**config.mk**
```make
export PLATFORM = sky130hd
export DESIGN_NAME = ttt_tick_sequencer
export DESIGN_NICKNAME = d
export VERILOG_FILES = /design/src/rtl/ttt_pkg.sv /design/src/rtl/ttt_token_fifo.sv /design/src/rtl/ttt_tick_sequencer.sv
export SDC_FILE = /design/constraint.sdc
export NUM_CORES = 1
export LEC_CHECK = 0
export ABC_AREA = 0
export CORE_UTILIZATION = 50
export DETAILED_ROUTE_END_ITERATION = 12
export GPL_TIMING_DRIVEN = 0
export HOLD_SLACK_MARGIN = 0.02
export PLACE_DENSITY = 0.77
export SLEW_MARGIN = 20
export SYNTH_ARGS = -nofsm -noshare
export SYNTH_HDL_FRONTEND = slang
export SYNTH_SLANG_ARGS = --single-unit
```
**constraint.sdc**
```tcl
create_clock -name clk -period 6.4 [get_ports clk]
set_input_delay 1.28 -clock clk [delete_from_list [all_inputs] [get_ports clk]]
set_output_delay 1.28 -clock clk [all_outputs]
set_load 0.01 [all_outputs]
```
**src/rtl/ttt_pkg.sv**
```systemverilog
// Shared definitions for the tick-tock-tokens host sequencer.
//   OP_*        : processor opcodes driven on the 4-bit instruction bus
//   seq_state_t : sequencer state encoding
//   tok_req_t   : one token-add request, laid out as the processor data word
package ttt_pkg;

  localparam logic [3:0] OP_ADD_GOOD  = 4'b0000;
  localparam logic [3:0] OP_ADD_BAD   = 4'b0001;
  localparam logic [3:0] OP_GET_GOOD  = 4'b0011;  // read-only, used as NOP
  localparam logic [3:0] OP_TALLY     = 4'b1000;
  localparam logic [3:0] OP_COUNTDOWN = 4'b1001;

  localparam int TOK_COUNT_BITS = 7;

  typedef enum logic [2:0] {
    ST_IDLE,
    ST_DRAIN,
    ST_TALLY,
    ST_COUNT,
    ST_CAPTURE
  } seq_state_t;

  typedef struct packed {
    logic                      bad;
    logic [TOK_COUNT_BITS-1:0] count;
  } tok_req_t;

endpackage

```
**src/rtl/ttt_token_fifo.sv**
```systemverilog
// Synchronous FIFO buffering token-add requests between ticks.
//   clk, rst_n             : clock, synchronous active-low reset (flushes)
//   push_valid/push_ready  : write handshake, push_data written on valid&ready
//   pop                    : remove head (ignored when empty)
//   pop_data               : current head entry
//   empty, full, count     : occupancy status
module ttt_token_fifo #(
  parameter int WIDTH = 8,
  parameter int DEPTH = 4
) (
  input  logic                     clk,
  input  logic                     rst_n,
  input  logic                     push_valid,
  output logic                     push_ready,
  input  logic [WIDTH-1:0]         push_data,
  input  logic                     pop,
  output logic [WIDTH-1:0]         pop_data,
  output logic                     empty,
  output logic                     full,
  output logic [$clog2(DEPTH):0]   count
);

  localparam int AW = $clog2(DEPTH);
  localparam logic [AW:0] FULL_CNT = (AW+1)'(DEPTH);

  logic [WIDTH-1:0] mem [DEPTH];
  logic [AW-1:0]    wr_ptr;
  logic [AW-1:0]    rd_ptr;
  logic             do_push;
  logic             do_pop;

  assign empty      = (count == '0);
  assign full       = (count == FULL_CNT);
  assign push_ready = !full;
  assign do_push    = push_valid && !full;
  assign do_pop     = pop && !empty;
  assign pop_data   = mem[rd_ptr];

  // Pointers wrap naturally because DEPTH is a power of two.
  always_ff @(posedge clk) begin
    if (!rst_n) begin
      wr_ptr <= '0;
      rd_ptr <= '0;
      count  <= '0;
    end else begin
      if (do_push) wr_ptr <= wr_ptr + 1'b1;
      if (do_pop)  rd_ptr <= rd_ptr + 1'b1;
      case ({do_push, do_pop})
        2'b10:   count <= count + 1'b1;
        2'b01:   count <= count - 1'b1;
        default: count <= count;
      endcase
    end
  end

  always_ff @(posedge clk) begin
    if (do_push) mem[wr_ptr] <= push_data;
  end

endmodule

```
**src/rtl/ttt_tick_sequencer.sv**
```systemverilog
// Host sequencer in front of the tick-tock-tokens processor. Buffers
// token-add requests and, on each tick, drains them as add instructions,
// then issues tally and countdown and reports the start/stop flags.
//   clk, rst_n                     : clock, synchronous active-low reset
//   tick_i                         : timestep strobe
//   tok_valid_i/tok_ready_o        : token request handshake
//   tok_bad_i, tok_count_i         : token request payload
//   proc_instr_o, proc_data_o      : processor instruction / data bus
//   proc_result_i                  : processor registered result
//   event_valid_o, start_o, stop_o : per-timestep event and flags
//   tick_count_o                   : completed timesteps (mod 256)
//   busy_o                         : sequence in progress
//   overrun_o                      : pulse when a tick arrived while busy
module ttt_tick_sequencer
  import ttt_pkg::*;
#(
  parameter int COUNT_BITS       = 7,
  parameter int DATA_BITS        = 8,
  parameter int INSTRUCTION_BITS = 4,
  parameter int FIFO_DEPTH       = 4
) (
  input  logic                        clk,
  input  logic                        rst_n,
  input  logic                        tick_i,
  input  logic                        tok_valid_i,
  output logic                        tok_ready_o,
  input  logic                        tok_bad_i,
  input  logic [COUNT_BITS-1:0]       tok_count_i,
  output logic [INSTRUCTION_BITS-1:0] proc_instr_o,
  output logic [DATA_BITS-1:0]        proc_data_o,
  input  logic [DATA_BITS-1:0]        proc_result_i,
  output logic                        event_valid_o,
  output logic                        start_o,
  output logic                        stop_o,
  output logic [7:0]                  tick_count_o,
  output logic                        busy_o,
  output logic                        overrun_o
);

  localparam int CNT_W = $clog2(FIFO_DEPTH) + 1;

  seq_state_t           state;
  logic [DATA_BITS-1:0] head;
  logic                 fifo_ready;
  logic                 fifo_empty;
  logic                 fifo_full;
  logic [CNT_W-1:0]     fifo_count;
  logic                 in_drain;
  logic                 st;
  logic                 sp;
  logic                 unused_bits;

  function automatic logic [INSTRUCTION_BITS-1:0] op(input logic [3:0] code);
    return INSTRUCTION_BITS'(code);
  endfunction

  assign in_drain    = (state == ST_DRAIN);
  assign tok_ready_o = fifo_ready && !in_drain;
  assign busy_o      = (state != ST_IDLE);

  // Only the two flag bits of the result are meaningful to this block.
  assign unused_bits = ^{proc_result_i[DATA_BITS-1:2], fifo_full};

  ttt_token_fifo #(
    .WIDTH (DATA_BITS),
    .DEPTH (FIFO_DEPTH)
  ) u_fifo (
    .clk        (clk),
    .rst_n      (rst_n),
    .push_valid (tok_valid_i && !in_drain),
    .push_ready (fifo_ready),
    .push_data  (DATA_BITS'({tok_bad_i, tok_count_i})),
    .pop        (in_drain),
    .pop_data   (head),
    .empty      (fifo_empty),
    .full       (fifo_full),
    .count      (fifo_count)
  );

  always_comb begin
    proc_instr_o = op(OP_GET_GOOD);
    proc_data_o  = '0;
    case (state)
      ST_DRAIN: begin
        proc_instr_o = head[DATA_BITS-1] ? op(OP_ADD_BAD) : op(OP_ADD_GOOD);
        proc_data_o  = head;
      end
      ST_TALLY: proc_instr_o = op(OP_TALLY);
      ST_COUNT: proc_instr_o = op(OP_COUNTDOWN);
      default:  proc_instr_o = op(OP_GET_GOOD);
    endcase
  end

  always_ff @(posedge clk) begin
    if (!rst_n) begin
      state         <= ST_IDLE;
      event_valid_o <= 1'b0;
      start_o       <= 1'b0;
      stop_o        <= 1'b0;
      overrun_o     <= 1'b0;
      tick_count_o  <= 8'd0;
    end else begin
      event_valid_o <= 1'b0;
      overrun_o     <= tick_i && (state != ST_IDLE);
      case (state)
        ST_IDLE: begin
          if (tick_i) state <= fifo_empty ? ST_TALLY : ST_DRAIN;
        end
        ST_DRAIN: begin
          // The entry popped this cycle is the last one.
          if (fifo_count == CNT_W'(1)) state <= ST_TALLY;
        end
        ST_TALLY: state <= ST_COUNT;
        ST_COUNT: state <= ST_CAPTURE;
        ST_CAPTURE: begin
          state         <= ST_IDLE;
          event_valid_o <= 1'b1;
          start_o       <= st;
          stop_o        <= sp | proc_result_i[0];
          tick_count_o  <= tick_count_o + 8'd1;
        end
        default: state <= ST_IDLE;
      endcase
    end
  end

  // Flag capture: COUNT sees the tally response, CAPTURE the countdown response.
  always_ff @(posedge clk) begin
    if (state == ST_COUNT) begin
      st <= proc_result_i[1];
      sp <= proc_result_i[0];
    end else if (state == ST_CAPTURE) begin
      sp <= sp | proc_result_i[0];
    end
  end

endmodule

```
Yosys cells after proc, flatten, opt, wreduce, memory -nomap -nowiden
Memory sizes are Yosys's and may differ from the RTL's. A register that Yosys moved wholly into a read port is not among the register bits.
Cells that the tools add are included.
W data, S select, Z words.

cells by class
  add/sub/neg operators = 5
  $mul = 0
  div/mod/pow operators = 0
  order comparisons = 0
  eq/ne operators = 10
  shift operators = 0
  mux-type cells = 15
  bitwise logic cells = 1
  reductions and logical operators = 14

operators by type and width
  kind                   number
  $pmux W3 S4            1
  $pmux W4 S3            1
  $add A8 B1 Y8 const B  1
  $mux W8                1
  $eq A3 B1 Y1 const B   2
  $eq A3 B2 Y1 const B   2
  $eq A3 B3 Y1 const B   2
  $logic_not A3 Y1       2
  $mux W1                6
  $mux W2                3
  $mux W3                2
  $pmux W3 S2            1
  $logic_and A1 B1 Y1    5
  $add A2 B1 Y2 const B  2
  $reduce_bool A2 Y1     2
  $add A3 B1 Y3 const B  1
  $logic_not A1 Y1       3
  $reduce_bool A3 Y1     1
  $sub A3 B1 Y3 const B  1
  $eq A2 B1 Y1 const B   1
  $eq A2 B2 Y1 const B   1
  $ne A2 B1 Y1 const B   1
  $ne A2 B2 Y1 const B   1
  $reduce_and A2 Y1      1
  $or A1 B1 Y1           1

word-level totals
  flip-flop bits (word level) = 24
  latch bits = 0
  RAM bits = 32
  bits in read-only memories = 0
  input bits = 20
  logic and storage cells = 57
  memories = 1

memory list
  name        depth  bits a word  rd ports  clocked after Yosys merged registers in  write ports  line                  RTL
  u_fifo.mem  4      8            1         1                                        1            ttt_token_fifo.sv:26  logic [WIDTH-1:0] mem [DEPTH];

Depth between registers and ports, before layout
Gate-level depths: netlist (run 1).

  word-level depth = 6
  mapped depth = 10

Hierarchy
A second synthesis (run 1) with hierarchy kept.

second synthesis, totals
  cells, all modules = 195
  area total of the unflattened synthesis = 2,497.4 um^2

modules (own cells, without submodules)
  module              instances  cells each  area an instance (um^2)  seq. area each (um^2)
  ttt_token_fifo      1          97          1,650.3                  1,141.1
  ttt_tick_sequencer  1          98          847.1                    360.3

Worst setup path after synthesis (run 1)
OpenSTA, ideal clock, no wires.

  path type = input-to-reg
  start = in tok_valid_i
  end = reg u_fifo.count[2]
  library setup time = 0.070 ns
  data arrival time = 2.481 ns
  data required time = 6.330 ns
  slack = 3.849 ns
  stages = 6
  path through = and3_1 > clkbuf_1 > inv_1 > ha_1 > or3_1 > a21oi_1

between the ends
  longest elaborated chain between the ends = 4
  elaborated cells on any way between the ends = 6
  classes of those cells = 2 x eq/ne; 1 x mux; 3 x reduce/logical

ends and longest elaborated chain
  item                                               line                      RTL
  start, declared                                    ttt_tick_sequencer.sv:25  input logic tok_valid_i,
  $logic_and A1 B1 Y1 (*)                            ttt_tick_sequencer.sv:70  .push_valid (tok_valid_i && !in_drain),
  $logic_and A1 B1 Y1 (*)                            ttt_token_fifo.sv:35      assign do_push = push_valid && !full;
  $eq A2 B1 Y1 or $eq A2 B2 Y1 (tied branches)       ttt_token_fifo.sv:48      case ({do_push, do_pop})
  $pmux W3 S2 or $reduce_bool A2 Y1 (tied branches)  -
  end signal, assigned                               ttt_token_fifo.sv:49      2'b10: count <= count + 1'b1;
  end signal, assigned                               ttt_token_fifo.sv:50      2'b01: count <= count - 1'b1;
  end signal, assigned                               ttt_token_fifo.sv:51      default: count <= count;
  end, declared                                      ttt_token_fifo.sv:20      output logic [$clog2(DEPTH):0] count

Mark *: on every way between the ends. The rest lies on a longest branch, timed or not.
A chain may end at the register's enable or synchronous reset.

Worst setup path in the final report (run 1)
  start = reg state[2]
  end = out proc_instr_o[0]

between the ends
  longest elaborated chain between the ends = 2
  elaborated cells on any way between the ends = 4
  classes of those cells = 3 x eq/ne; 1 x mux

ends and longest elaborated chain
  item                                          line                       RTL
  start, declared                               ttt_tick_sequencer.sv:42   seq_state_t state;
  start signal, assigned                        ttt_tick_sequencer.sv:107  if (tick_i) state <= fifo_empty ? ST_TALLY : ST_DRAIN;
  $eq A3 B2 Y1 or $eq A3 B1 Y1 (tied branches)  ttt_tick_sequencer.sv:83   case (state)
  $pmux W4 S3 (*)                               ttt_tick_sequencer.sv:83
  end, declared                                 ttt_tick_sequencer.sv:29   output logic [INSTRUCTION_BITS-1:0] proc_instr_o,

Marks and branches as above.

==> results of run 1 <==
[per-layer routing]
| metal | vias up | global-route usage (%) | part of all wire (%) |
|---|---|---|---|
| met2 | 51 | 29.5 | 48 |
| met1 | 790 | 24.4 | 45 |
| met4 | 0 | 10.0 | 1.8 |
| met5 | - | 0 | 0 |
| li1 | 795 | - | - |
| met3 | 12 | 6.94 | 4.8 |
[cell type report]
cell class	instances	area, µm²	area share (%)
sequential	58	1500	47.5
buffer	10	43.8	1.39
tap	67	83.8	2.65
clock buffer	10	128	4.04
timing repair buffer	38	380	12.0
clock inverter	6	82.6	2.61
multi-input combinational	118	901	28.5
inverter	10	37.5	1.19
[registers in the layout, indices dropped and copies added (netlist names), 2 cells and up, named ones only]
signal and flops:
u_fifo.count 3, state 3, u_fifo.wr_ptr 2, u_fifo.mem 32, tick_count_o 8, u_fifo.rd_ptr 2
[cells by family (layout without fill, tap and decap cells)]
logic type	Yosys count	after routing	share of synthesized area [%]
AOI/OAI and AO/OA	22	22	5.24
muxes	13	13	9.27
other	1	1	0.151
and+or+nand+nor	68	68	15.2
buffers and inverters	20	74	3.28
xor gates and xnor gates	4	4	1.41
adders and majority gates	10	10	5.04
DFF	58	58	60.5
[stage by stage]
step	setup WS, ps	hold WS (ps)	utilization [%]
2_1_floorplan	3850	455	-
3_3_place_gp	3180	448	62.0
3_5_place_dp	3140	463	62.0
4_1_cts	2780	471	66.4
5_1_grt	2640	488	66.4
6_report	2860	466	66.4
[cells in the mapped netlist, types with 4 or more instances]
cell / count
and2_1: 5
dfxtp_1: 24
o21ai_0: 4
nand2_1: 15
mux2i_1: 5
nor2_1: 10
or3_1: 5
a21oi_1: 10
clkbuf_1: 7
inv_1: 10
edfxtp_1: 34
ha_1: 10
nor2b_1: 10
mux4_2: 8
nor3_1: 4
nand2b_1: 4
[power groups by stage]
stage                     Sequential (µW)  Combinational, µW  Clock, µW
after floorplan                       477                221          0
after global placement                480                349          0
after detailed placement              484                357          0
after CTS                             476                360        364
after global routing                  481                391        380
final                                 475                355        357
[critical path: cells and delay by family (launching register included)]
family | cells | cell delay [ps]
AND/OR/NAND/NOR | 3 | 530
flip-flops | 1 | 460
buffers and inverters | 2 | 950
[path summary, 6_finish.rpt]
| path | startpoint | end | cells after the start |
|---|---|---|---|
| worst max-delay path | state[2] | proc_instr_o[0] | 5 |
| worst min-delay path | start_o | start_o | 2 |
| worst max register to register | u_fifo.count[0] | u_fifo.count[2] | 9 |
| worst min register to register | start_o | start_o | 2 |
==> flow_metrics.py, run 1 <==
metrics = {
    "route": {
        "route.detailed.drc": 0,
        "wl_per_cell_um": 14.3,
        "wl_mm": 4.53,
        "drt_iter0_markers": 92,
        "vias_per_cell": 5.20,
        "dr.pass1.iters": 4,
        "vias": 1648,
        "antenna_left": 0,
    },
    "place": {
        "io_buffers": 38,
        "dpl.hpwl_mm": 3.11,
        "gp_congestion": 0.746,
        "place_area_um2": 2950,
        "placed_cells": 301,
    },
    "finish": {
        "diodes": 0,
        "fin_nets": 275,
        "layout_commonest_cell": "clkdlybuf4s50_1",
        "layout_common_cells": "clkdlybuf4s50_1 (38), edfxtp_1 (34), dfxtp_1 (24)",
        "nFillCells": 366,
        "final_area_um2": 3160,
        "instances_no_fill": 317,
        "drive_gt1_share_pct": 10.4,
        "syn_to_final_growth_pct": 27.2,
    },
    "global_routing": {
        "grt_max_degree": 12,
        "antenna_found_initial": 0,
        "grt_pass1_vias": 1528,
        "grt-ovfl-total": 0,
        "grt_pass1_wl_mm": 7.29,
        "grt_usage_pct": 19.4,
    },
    "die": {
        "start_util_pct": 52.2,
        "ioPinCount": 46,
        "rows": 25,
        "core_um2": 4750,
        "die_area_um2": 5250,
        "die_height_um": 72.5,
        "die_w_um": 72.5,
    },
    "critical_path": {
        "required_ps": 5120,
        "end_kind": "primary output",
        "path_cells": "or3b_1 -> clkbuf_1 -> nor2_1 -> nor2_1 -> clkdlybuf4s50_1",
        "critPathSlowestCell": "clkdlybuf4s50_1",
        "critPathKind": "flip-flop to primary output",
        "cp-start-kind": "flip-flop",
        "arrival_ps": 2260,
        "cp_max_fo": 10,
        "path_common_cell": "nor2_1",
        "slowest_delay_ps": 550,
        "reg2reg_slack_ps": 4100,
    },
    "power": {
        "p_comb_share_pct": 29.9,
        "total_leakage_power_uw": 0.00111,
        "p_clk_share_pct": 30.1,
        "p_sw_share_pct": 28.6,
        "p_per_area_nw_per_um2": 376,
        "ir_drop_v": 0.000180,
        "power_frac_seq_pct": 40.0,
        "finalPower_uw": 1190,
        "power_switching_uw": 339,
        "p_int_uw": 848,
    },
    "logic_synthesis": {
        "synth_edf_count": 34,
        "syn_inst": 196,
        "ys_seq_elements": 58,
        "synth_area_um2": 2480,
        "yosysWarnings": 0,
        "yosys-top-cells-area": "edfxtp_1 (41%), dfxtp_1 (19%), mux4_2 (7.3%)",
        "synth_ff_type": "edfxtp_1",
        "synthArstFlopShare_pct": 0,
        "synth_nets": 226,
        "avgSynthCellArea_um2": 12.7,
        "synth_top_area_cell": "edfxtp_1",
        "seq_area_frac_synth_pct": 60.5,
        "synthDistinctLibCells": 37,
        "netlist.area_leader.share_pct": 41.1,
    },
    "sta": {
        "skew_ps": 6.66,
        "setup_violations": 0,
        "worstMarginPinSlew_ps": 557,
        "slew_headroom_pct": 62.8,
        "tns_ps": 0,
        "fmax_mhz": 282,
        "rsz0062_at_grt": "no",
        "drv_slew": 0,
        "hold_viol_final": 0,
        "finalCriticalPeriod_ps": 3540,
        "finalCritPeriodShare_pct": 55.4,
    },
    "clock_tree": {
        "cts_setup_buffers": 0,
        "clkLatencyLatePin_ps": 330,
        "cts_num_sinks": 58,
        "clock-root-buffer": "clkbuf_8",
        "cts.clk_slew.worst_paths_ps": 60,
        "ctsResizeCount": 0,
        "cts_max_level": 3,
        "cts_buffer_depth": 2,
        "cts_tree": "built",
        "cts_inserted_buffers": 9,
        "hold_buffers": 0,
    },
    "worst_hold_path": {
        "min_path_type": "flip-flop to flip-flop",
    },
    "job": {
        "maxCapViolations": 0,
    },
    "outcome": {
        "outcome": "completed",
    },
}
Note: power is estimated with default switching activity, not from simulation.
==> inputs of run 2 (changes only) <==
==> constraint.sdc (replaced) <==
create_clock -name clk -period 3.41 [get_ports clk]
set_input_delay 0.682 -clock clk [delete_from_list [all_inputs] [get_ports clk]]
set_output_delay 0.682 -clock clk [all_outputs]
set_load 0.01 [all_outputs]
==> results of run 2 <==
The final DEF is identical to that of run 1. Status: completed.
Main changes from that run: setup slack after placement 3140 ps -> 744 ps; setup slack after layout 2860 ps -> 464 ps; register-to-register setup slack 4100 ps -> 1110 ps; total power 1190 µW -> 2230 µW; worst IR drop on VDD 0.000180 V -> 0.000338 V
==> inputs of run 3 (changes only) <==
--- a/config.mk
+++ b/config.mk
@@ -5,7 +5,8 @@
 export SDC_FILE = /design/constraint.sdc
 export NUM_CORES = 1
 export LEC_CHECK = 0
-export ABC_AREA = 0
+export ABC_AREA = 1
+export ABC_CLOCK_PERIOD_IN_PS = 3410
 export CORE_UTILIZATION = 50
 export DETAILED_ROUTE_END_ITERATION = 12
 export GPL_TIMING_DRIVEN = 0
==> run 3 against run 2 <==
Compared with the run above:
- combinational power is 6.0% lower
- sequential power is 2.6% lower
- clock skew is 3.4 ps lower
- core utilization is 0.46 points lower
- highest routed layer unchanged
==> flow_metrics.py, run 3 <==
metrics = {
    "outcome": {
        "outcome": "completed",
    },
    "sta": {
        "setup_violations": 0,
        "slew_headroom_pct": 43.6,
        "tns_ps": 0,
        "drv_slew": 0,
        "worstMarginPinSlew_ps": 843,
        "finalCritPeriodShare_pct": 83.3,
        "fmax_mhz": 352,
        "finalCriticalPeriod_ps": 2840,
        "rsz0062_at_grt": "no",
        "hold_viol_final": 0,
        "worst_hold_slack_ps": 483,
        "setup_ws_ps": 569,
        "skew_ps": 3.27,
    },
    "job": {
        "maxCapViolations": 0,
    },
    "critical_path": {
        "critPathKind": "flip-flop to primary output",
        "required_ps": 2730,
        "r2r_end": "u_fifo.mem[1][1]",
        "end_kind": "primary output",
        "slowest_delay_ps": 560,
        "rr_worst_depth": 5,
        "cp-start-kind": "flip-flop",
        "arrival_ps": 2160,
        "critPathSlowestCell": "clkdlybuf4s50_1",
        "cp_max_fo": 10,
        "path_cells": "buf_2 -> inv_2 -> clkbuf_1 -> o21ai_0 -> a21oi_1 -> clkdlybuf4s50_1",
        "timing.rr.start": "u_fifo.count[0]",
        "reg2reg_slack_ps": 1340,
    },
    "power": {
        "total_leakage_power_uw": 0.00129,
        "p_per_area_nw_per_um2": 659,
        "ir_drop_v": 0.000517,
    },
    "logic_synthesis": {
        "synth_nets": 296,
        "synth_area_um2": 2510,
        "netlist.area_leader.share_pct": 40.6,
        "syn_inst": 266,
        "synth_edf_count": 34,
        "synth_top_area_cell": "edfxtp_1",
        "yosys.cell_count.top_type": "nor2_1",
        "synthDistinctLibCells": 26,
        "synthArstFlopShare_pct": 0,
        "ys_seq_elements": 58,
        "synthTopCellsByCount": "nor2_1 (59), edfxtp_1 (34), nand2_1 (32)",
        "yosysWarnings": 0,
        "avgSynthCellArea_um2": 9.45,
        "yosys-top-cells-area": "edfxtp_1 (41%), dfxtp_1 (19%), nor2_1 (8.8%)",
        "synth_ff_type": "edfxtp_1",
        "seq_area_frac_synth_pct": 59.7,
    },
    "route": {
        "route.detailed.drc": 0,
        "drt_iter0_markers": 82,
        "vias_per_cell": 4.86,
        "dr.pass1.iters": 4,
        "wl_mm": 4.87,
        "wl_per_cell_um": 12.6,
        "antenna_left": 0,
        "vias": 1879,
    },
    "finish": {
        "diodes": 0,
        "largestRegisters": "u_fifo.mem (32), tick_count_o (8)",
        "layout_commonest_cell": "nor2_1",
        "fin_util_pct": 66.0,
        "layout_common_cells": "nor2_1 (59), clkdlybuf4s50_1 (38), edfxtp_1 (34)",
        "drive_gt1_share_pct": 8.13,
        "syn_to_final_growth_pct": 25.5,
        "fin_nets": 345,
        "largest_reg_flops": 32,
        "largest_register": "u_fifo.mem",
    },
    "clock_tree": {
        "cts_inserted_buffers": 9,
        "cts_tree": "built",
        "hold_buffers": 0,
        "cts_num_sinks": 58,
        "cts_setup_buffers": 0,
        "cts.clk_slew.worst_paths_ps": 60,
        "ctsResizeCount": 0,
        "cts_buffer_depth": 2,
        "cts_max_level": 3,
        "clkLatencyLatePin_ps": 330,
        "clock-root-buffer": "clkbuf_8",
    },
    "worst_hold_path": {
        "hp-start": "start_o",
        "worstHoldEndpoint": "start_o",
        "min_path_type": "flip-flop to flip-flop",
        "holdPathStages": 2,
    },
    "die": {
        "die_height_um": 72.9,
        "ioPinCount": 46,
        "die_w_um": 72.9,
        "die_area_um2": 5320,
        "rows": 25,
        "start_util_pct": 52.5,
        "core_um2": 4790,
    },
    "place": {
        "gp_congestion": 0.750,
        "dpl.hpwl_mm": 3.28,
        "io_buffers": 38,
        "post-place-ws_ps": 878,
    },
    "global_routing": {
        "grt_pass1_vias": 1706,
        "grt-ovfl-total": 0,
        "grt_max_degree": 11,
        "antenna_found_initial": 0,
        "grt_pass1_wl_mm": 7.66,
        "grt_usage_pct": 20.4,
    },
}
==> run 3: how the worst max path moves through the flow <==
stage | end | slack [ps] | cells after the start | from
floorplan | proc_data_o[4] | 1660 | 5 | flip-flop
global placement | proc_data_o[0] | 940 | 6 | flip-flop
detailed placement | u_fifo.mem[1][6] | 880 | 3 | tok_valid_i
CTS | proc_data_o[2] | 540 | 6 | flip-flop
global route | proc_data_o[6] | 410 | 6 | flip-flop
finish | proc_data_o[0] | 570 | 6 | flip-flop
==> run 3: worst max-delay path: cells and delay by family (launching register included) <==
| kind | cells | cell delay [ps] |
|---|---|---|
| flops | 1 | 300 |
| compound gates | 2 | 330 |
| buf+inv | 4 | 1200 |
==> run 3: layout make-up <==
type,count,area (µm²)
clock buffers,12,135
flip-flops and latches,58,1500
multi-input cells,167,843
well taps,67,83.8
inverters,33,125
repair buffers,38,380
fillers,401,1630
plain buffers,8,45.0
clock inverters,4,42.5
==> run 3: where the power goes <==
part	internal [µW]	total [µW]	switching, µW
registers	828	869	41.2
logic	268	627	359
clock network	332	586	254
total	1430	2080	654
==> run 3: logic make-up after synthesis <==
logic type               count (synthesis)  share of synthesized area, %
AND/OR/NAND/NOR                        110                          18.6
flip-flops                              58                          59.7
AO/OA/AOI/OAI                           43                          8.76
buffers and inverters                   41                          6.77
adder cells (fa/ha/maj)                 10                          4.98
XOR/XNOR                                 3                          1.04
other                                    1                         0.149
==> run 3: per-stage QoR <==
stage	area [µm²]	total power, µW	std cells
2_1_floorplan	2510	1270	266
3_3_place_gp	2980	1490	371
3_5_place_dp	2980	1510	371
4_1_cts	3160	2100	387
5_1_grt	3160	2210	387
6_report	3160	2080	387
==> run 3: per-layer routing <==
metal	vias up	global-route usage, %	share of wire (%)
met5	-	0	0
met4	0	7.84	1.3
met3	5	7.73	3.9
met2	42	35.6	50
met1	867	22.4	45
li1	965	-	-
